## src/rtl/i2s_pkg.sv

```systemverilog
// Shared constants, mixer FSM states and accumulator sizing
// for the I2S frame scheduler.
package i2s_pkg;

  localparam int FRAME_BITS = 64;
  localparam int WORD_W     = 32;

  typedef enum logic [2:0] {
    IDLE,
    START,
    SCAN,
    REQ,
    GAP,
    DONE
  } mix_state_e;

  function automatic int acc_width(input int sample_w, input int num_voices);
    return sample_w + $clog2(num_voices);
  endfunction

endpackage

```

## src/rtl/i2s_clkgen.sv

```systemverilog
// Bit clock, word select and frame boundary pulse derived
// from the system clock.
module i2s_clkgen
  import i2s_pkg::*;
#(
  parameter int SCLK_HALF = 4
) (
  input  logic clk,
  input  logic reset,
  input  logic enable,
  output logic sclk,
  output logic lrclk,
  output logic frame_start
);

  localparam int HW = $clog2(SCLK_HALF);
  localparam int BW = $clog2(FRAME_BITS);

  logic [HW-1:0] half_cnt;
  logic [BW-1:0] bit_cnt;
  logic          half_tc;

  assign half_tc = half_cnt == HW'(SCLK_HALF - 1);
  assign lrclk   = bit_cnt[BW-1];

  always_ff @(posedge clk) begin
    if (reset || !enable) begin
      half_cnt    <= '0;
      bit_cnt     <= '0;
      sclk        <= 1'b0;
      frame_start <= 1'b0;
    end else begin
      // Pulse lands in the cycle where sclk has fallen and bit_cnt reads 0
      frame_start <= half_tc && sclk && (bit_cnt == BW'(FRAME_BITS - 1));
      if (half_tc) begin
        half_cnt <= '0;
        sclk     <= ~sclk;
        if (sclk)
          bit_cnt <= bit_cnt + BW'(1);
      end else begin
        half_cnt <= half_cnt + HW'(1);
      end
    end
  end

endmodule

```

## src/rtl/i2s_mix_sched.sv

```systemverilog
// Per-frame voice fetch scheduler and mixer feeding the
// I2S serializer parallel word.
module i2s_mix_sched
  import i2s_pkg::*;
#(
  parameter int SCLK_HALF  = 4,
  parameter int NUM_VOICES = 4,
  parameter int SAMPLE_W   = 8
) (
  input  logic                          clk,
  input  logic                          reset,
  input  logic                          enable,
  input  logic [NUM_VOICES-1:0]         voice_active,
  output logic                          fetch_req,
  output logic [$clog2(NUM_VOICES)-1:0] fetch_voice,
  input  logic                          fetch_ack,
  input  logic [SAMPLE_W-1:0]           fetch_data,
  output logic                          sclk,
  output logic                          lrclk,
  output logic [WORD_W-1:0]             i2s_word,
  output logic                          frame_start,
  output logic                          underrun
);

  localparam int IW    = $clog2(NUM_VOICES);
  localparam int ACC_W = acc_width(SAMPLE_W, NUM_VOICES);

  mix_state_e            state, state_n;
  logic [IW-1:0]         idx, idx_n;
  logic [ACC_W-1:0]      acc, acc_n;
  logic [NUM_VOICES-1:0] snap, snap_n;
  logic [WORD_W-1:0]     word_n, mix_word;
  logic [ACC_W-1:0]      sample_ext;
  logic                  last;

  i2s_clkgen #(.SCLK_HALF(SCLK_HALF)) u_clkgen (
    .clk         (clk),
    .reset       (reset),
    .enable      (enable),
    .sclk        (sclk),
    .lrclk       (lrclk),
    .frame_start (frame_start)
  );

  assign last       = idx == IW'(NUM_VOICES - 1);
  assign sample_ext = {{(ACC_W-SAMPLE_W){fetch_data[SAMPLE_W-1]}}, fetch_data};
  assign fetch_req   = state == REQ;
  assign fetch_voice = idx;
  assign underrun    = frame_start && (state != DONE);

  always_comb begin
    mix_word = '0;
    mix_word[WORD_W-2 -: ACC_W] = acc;
  end

  always_comb begin
    state_n = state;
    idx_n   = idx;
    acc_n   = acc;
    snap_n  = snap;
    word_n  = i2s_word;
    unique case (state)
      IDLE: state_n = START;
      START: begin
        snap_n  = voice_active;
        acc_n   = '0;
        idx_n   = '0;
        state_n = SCAN;
      end
      SCAN: begin
        if (snap[idx])
          state_n = REQ;
        else if (last)
          state_n = DONE;
        else
          idx_n = idx + IW'(1);
      end
      REQ: begin
        if (fetch_ack) begin
          acc_n   = acc + sample_ext;
          state_n = GAP;
        end
      end
      GAP: begin
        if (last) begin
          state_n = DONE;
        end else begin
          idx_n   = idx + IW'(1);
          state_n = SCAN;
        end
      end
      DONE: state_n = DONE;
      default: state_n = IDLE;
    endcase
    // Frame boundary overrides: publish a finished round or abort a late one
    if (frame_start) begin
      word_n  = (state == DONE) ? mix_word : '0;
      state_n = START;
    end
  end

  always_ff @(posedge clk) begin
    if (reset || !enable) begin
      state    <= IDLE;
      idx      <= '0;
      acc      <= '0;
      snap     <= '0;
      i2s_word <= '0;
    end else begin
      state    <= state_n;
      idx      <= idx_n;
      acc      <= acc_n;
      snap     <= snap_n;
      i2s_word <= word_n;
    end
  end

endmodule

```

## config.mk

```make
export PLATFORM = sky130hd
export DESIGN_NAME = i2s_mix_sched
export DESIGN_NICKNAME = d
export VERILOG_FILES = /design/src/rtl/i2s_pkg.sv /design/src/rtl/i2s_clkgen.sv /design/src/rtl/i2s_mix_sched.sv
export SDC_FILE = /design/constraint.sdc
export NUM_CORES = 1
export LEC_CHECK = 0
export CAP_MARGIN = 20
export CELL_PAD_IN_SITES_DETAIL_PLACEMENT = 0
export CELL_PAD_IN_SITES_GLOBAL_PLACEMENT = 2
export CORE_ASPECT_RATIO = 0.75
export CORE_UTILIZATION = 29
export DETAILED_ROUTE_END_ITERATION = 10
export PLACE_DENSITY_LB_ADDON = 0.08
export SLEW_MARGIN = 0
export SYNTH_ARGS = -nofsm -noshare
export SYNTH_HDL_FRONTEND = slang
export SYNTH_SLANG_ARGS = --single-unit
```

## constraint.sdc

```tcl
create_clock -name clk -period 2.3 [get_ports clk]
set_input_delay 0.345 -clock clk [delete_from_list [all_inputs] [get_ports clk]]
set_output_delay 0.345 -clock clk [all_outputs]
set_load 0.03 [all_outputs]
```

# ---- After elaboration in Yosys (flattened, before gate mapping)
# Index checks and enable logic that the tools add are counted.
dict set report totals {
  register_bits 61
  latch_bits 0
  mem_bits_rw 0
  mem_bits_ro 0
  inputBits 16
  out_inout_bits 39
  memories 0
}
dict set report op_classes {
  add_sub_neg 4
  n_mul 0
  div_mod_pow 0
  n_lt_le_gt_ge 1
  eq_ne 14
  shift 0
  muxes 14
  n_bitwise 1
  n_reduce_logical 15
}
# op count
set op_table {}
lappend op_table {{two-way mux 31 bit} 1}
lappend op_table {{case mux 10 bit (2 select lines)} 1}
lappend op_table {{case mux 3 bit (6 select lines)} 1}
lappend op_table {{two-way mux 3 bit} 4}
lappend op_table {{adder 10 bit} 1}
lappend op_table {{two-way mux 10 bit} 1}
lappend op_table {{AND reduction 2 bit} 5}
lappend op_table {{adder 6 x 1 -> 6 bit (second input constant)} 1}
lappend op_table {{== test 3 x 2 -> 1 bit (second input constant)} 2}
lappend op_table {{== test 3 bit (second input constant)} 2}
lappend op_table {{== test 6 bit (second input constant)} 1}
lappend op_table {{inequality test 3 bit (second input constant)} 2}
lappend op_table {{case mux 2 bit (3 select lines)} 1}
lappend op_table {{adder 2 x 1 -> 2 bit (second input constant)} 2}
lappend op_table {{== test 2 bit (second input constant)} 2}
lappend op_table {{two-way mux 2 bit} 2}
lappend op_table {{inequality test 4 x 3 -> 1 bit (second input constant)} 1}
lappend op_table {{OR reduction 2 bit} 2}
lappend op_table {{== test 3 x 1 -> 1 bit (second input constant)} 1}
lappend op_table {{logical AND 1 bit} 3}
lappend op_table {{zero test 3 bit} 1}
lappend op_table {{less-than comparator 2 x 3 -> 1 bit (second input constant)} 1}
lappend op_table {{inequality test 3 x 1 -> 1 bit (second input constant)} 1}
lappend op_table {{nonzero test 3 bit} 1}
lappend op_table {{8 further kinds} 9}

# ---- Logic depth before layout (Yosys ltp)
dict set report depth {
  word_depth 5
  mapped_depth 8
  ltp_nobuf 8
}

# ---- By module
# A second synthesis with hierarchy kept.
dict set report hier_totals {
  hier_cells 245
  hier_area_um2 2183.3
}
# module instances cells_per_inst area_each_um2 seq_area_each_um2
set by_module_without_submodules {}
lappend by_module_without_submodules {i2s_mix_sched 1 201 1784.2 580.6}
lappend by_module_without_submodules {i2s_clkgen 1 44 399.1 200.2}

# ---- Least setup slack after synthesis
# Ideal clock, no wire load.
dict set report synth_timing {
  path_kind {reg-to-reg}
  startpoint {register acc[0]}
  endpoint {register acc[4]}
  t_arrival_ns 1.648
  required_ns 2.184
  setup_slack_ns 0.536
  stages_incl_launch_ff 9
  cell_sequence {dfxtp_1 ha_1 inv_1 fa_1 nor2b_1 o21a_1 o21a_1 o32ai_1 a31o_2}
}
dict set report synth_between {
  elab_chain_len 3
}
# element line
set synth_rtl {}
lappend synth_rtl {{start: declaration} i2s_mix_sched.sv:30} ;# logic [ACC_W-1:0] acc, acc_n;
lappend synth_rtl {{start signal: assignment} i2s_mix_sched.sv:112} ;# acc <= acc_n;
lappend synth_rtl {{adder 10 bit} i2s_mix_sched.sv:80} ;# acc_n = acc + sample_ext;
lappend synth_rtl {{two-way mux 10 bit} i2s_mix_sched.sv:79} ;# if (fetch_ack) begin
lappend synth_rtl {{case mux 10 bit (2 select lines)} i2s_mix_sched.sv:62} ;# unique case (state)
# Every way passes these cells. The select of a mux whose other input is x is not followed.
# A chain may end at the register's enable or synchronous reset.

# ---- Worst setup path in the final report
dict set report layout_timing {
  startpoint {register state[0]}
  endpoint {output fetch_req}
}
dict set report layout_between {
  elab_chain_len 1
}
# element line
set layout_rtl {}
lappend layout_rtl {{start: declaration} i2s_mix_sched.sv:28} ;# mix_state_e state, state_n;
lappend layout_rtl {{start signal: assignment} i2s_mix_sched.sv:110} ;# state <= state_n;
lappend layout_rtl {{== test 3 x 2 -> 1 bit} i2s_mix_sched.sv:47} ;# assign fetch_req = state == REQ;
lappend layout_rtl {{end: declaration} i2s_mix_sched.sv:14} ;# output logic fetch_req,
# Every way passes these cells.

==> results_dict.tcl <==
set metrics [dict create \
    endpoint_kind "output port" \
    status "complete, no violations" \
    yosysSeqAreaShare_pct 34.7 \
    gp_congestion 0.791 \
    clkPwrFrac_pct 34.1 \
    path_clk_slew_ps 80 \
    grt_pass1_vias 1638 \
    drt_pre_antenna_iters 4 \
    tritoncts "yes" \
    finalCritPeriodShare_pct 94.6 \
    setup.worst_path.start_class "flip-flop" \
    start_util_pct 30.3 \
    crit_path_end "fetch_req" \
    yosysTopAreaCellShare_pct 34.7 \
    p_int_uw 967 \
    numCtsBuffers 5 \
    yosysWarnings 0 \
    cts_max_level 2 \
    postCtsSetupRepairBufs 0 \
    layout_commonest_cell "dfxtp_1" \
    ios 55 \
    rsz0062_at_grt "no" \
    num-nets-final 329 \
    netlist_top_cells_area "dfxtp_1 35%, buf_4 7.3%, ha_1 6.7%" \
    root_buffer "clkbuf_8" \
    synth_top_area_cell "dfxtp_1" \
    synth_area_per_cell_um2 8.76 \
    p_per_area_nw_per_um2 494 \
    p_comb_share_pct 14.7 \
    power_leakage_nw 1.10 \
    reg2reg_depth 8 \
    vias 1835 \
    setup-tns-final_ps 0 \
    worstPathCellList "nand2b_4 > nor2_1 > clkdlybuf4s50_1" \
    port_buffers 32 \
    cts_num_sinks 39 \
    cpPeakStageDelay_ps 720 \
    postRouteAntennaNets 0 \
    async_flop_share_pct 0 \
    syn_inst 257 \
    grt_overflow_total 0 \
    final.fill_count 773 \
    syn_area_um2 2250 \
    ys_ff_latch 39 \
    sw_frac_of_total_pct 28.8 \
    critPathMaxFanout 9 \
    drt-total-wl_mm 5.43 \
    hold_viol_final 0 \
    clock_path_buffers 2 \
    utilization_pct 37.0 \
    grt_pass1_wl_mm 8.87 \
    rr_endpoint "acc[4]$_SDFFE_PP0P_" \
    dp_hpwl_mm 4.12 \
    r2r_slack_ps 390 \
    hold_class "reg2reg" \
    ys.flop_type "dfxtp_1" \
    cts_resized 0 \
    setup_violations 0 \
    grt_start_max_net_pins 21 \
    r2r-start "acc[0]$_SDFFE_PP0P_" \
    skew_ps 8.70 \
    irDropWorstVdd_v 0.000200 \
    hold_buffers 0 \
    core-area_um2 7430 \
    max_freq_mhz 460 \
    multi_input_area_um2 1280 \
    antenna_found_initial 0 \
    p_switching_uw 390 \
    startpoint "state[0]$_SDFFE_PP0P_" \
    die_h_um 78.3 \
    worstPathRequired_ps 1960 \
    critPathArrivalTime_ps 1830 \
    dr.first_iter.drc_count 69 \
    clock_latency_ps 300 \
    synth_edf_count 0 \
    synth.distinct_cells 53 \
    pwr-share-seq_pct 51.3 \
    ff_latch_area_um2 781 \
    gr-usage-all-layers_pct 14.1 \
    layout_common_cells "39 x dfxtp_1, 32 x clkdlybuf4s50_1, 22 x nor2_1, 22 x conb_1, 17 x nand2_1" \
    rows 27 \
    slowest_stage "clkdlybuf4s50_1" \
    slew_viol_final 0 \
    die_w_um 104 \
    drc_errors 0 \
    area_growth_pct 22.1 \
    min_period_ps 2170 \
    maxCapViolations 0 \
    vias_per_cell 4.56 \
    antenna_cells 0 \
    dieArea_um2 8120 \
    final_layout_size_suffix_gt1_share_pct 10.6 \
    crit_type "reg2out" \
    wl_per_cell_um 13.5 \
]
## cell type report
class                   count  share of cell area [%]
clock buffers               5                    2.50
clock inverters             3                   0.546
inverters                  11                    1.50
flip-flops and latches     39                    28.4
multi-input cells         196                    46.7
repair buffers             47                    15.8
well taps                 101                    4.60
## sequential cells by signal, summed over array words and instances (netlist names)
name and flops:
acc 10, u_clkgen.bit_cnt 6, fetch_voice 2, u_clkgen.sclk 1, snap 4, u_clkgen.frame_start 1, state 3, i2s_word 10
u_clkgen.half_cnt 2
## routing by layer
| layer | vias to the layer above | track usage, % | share of wire (%) |
|---|---|---|---|
| met5 | - | 0 | 0 |
| met4 | 0 | 4.29 | 1.2 |
| met3 | 7 | 3.32 | 4.9 |
| met2 | 44 | 18.9 | 38 |
| met1 | 826 | 21.6 | 55 |
| li1 | 958 | - | - |
## synth_stat cells, types with 7 or more instances
library cell,instances
ha_1,12
xnor2_1,7
nor3_1,8
a22o_1,12
o21ai_0,12
buf_4,22
nand2_1,17
inv_1,11
a21oi_1,14
clkbuf_1,7
nor2_1,22
dfxtp_1,39
## how the worst min path moves through the flow
stage / start / endpoint / slack, ps / depth (start not counted)
2_1_floorplan: u_clkgen.half_cnt[0]$_SDFF_PP0_ / u_clkgen.half_cnt[0]$_SDFF_PP0_ / 400 / 1
3_3_place_gp: u_clkgen.half_cnt[0]$_SDFF_PP0_ / u_clkgen.half_cnt[0]$_SDFF_PP0_ / 410 / 1
3_5_place_dp: u_clkgen.half_cnt[0]$_SDFF_PP0_ / u_clkgen.half_cnt[0]$_SDFF_PP0_ / 430 / 1
4_1_cts: u_clkgen.half_cnt[0]$_SDFF_PP0_ / u_clkgen.half_cnt[0]$_SDFF_PP0_ / 440 / 1
5_1_grt: u_clkgen.half_cnt[0]$_SDFF_PP0_ / u_clkgen.half_cnt[0]$_SDFF_PP0_ / 480 / 1
6_report: u_clkgen.half_cnt[0]$_SDFF_PP0_ / u_clkgen.half_cnt[0]$_SDFF_PP0_ / 440 / 1
## logic make-up after synthesis
group                    synth area share [%]
AO/OA/AOI/OAI                            21.6
XOR/XNOR                                 4.28
adder cells (fa/ha/maj)                  7.56
buffers and inverters                    11.8
flip-flops                               34.7
multiplexers                             2.33
other                                   0.167
AND/OR/NAND/NOR                          17.6
## power groups by stage
stage               clock (mW)  sequential, mW  combinational (mW)
finish                   0.463           0.696               0.199
global route             0.517           0.698               0.218
CTS                      0.488           0.696               0.200
detailed placement           0           0.712               0.199
global placement             0           0.712               0.202
floorplan                    0           0.708               0.167
## through the flow
step / hold slack, ps / total power [mW] / std cells / instance area [um^2] / setup slack [ps]
floorplan: 404 / 0.875 / 278 / 2330 / 536
global placement: 413 / 0.914 / 394 / 2660 / -8.82
detailed placement: 430 / 0.911 / 394 / 2660 / -20.0
CTS: 442 / 1.38 / 402 / 2750 / 110
global route: 480 / 1.43 / 402 / 2750 / 21.3
finish: 440 / 1.36 / 402 / 2750 / 125
## worst max-delay path: cells and delay by family, from the launching register on
family	cells	cell delay (ps)
buf+inv	1	720
flops	1	520
simple gates	2	300
Power figures use the tool's default switching activity.
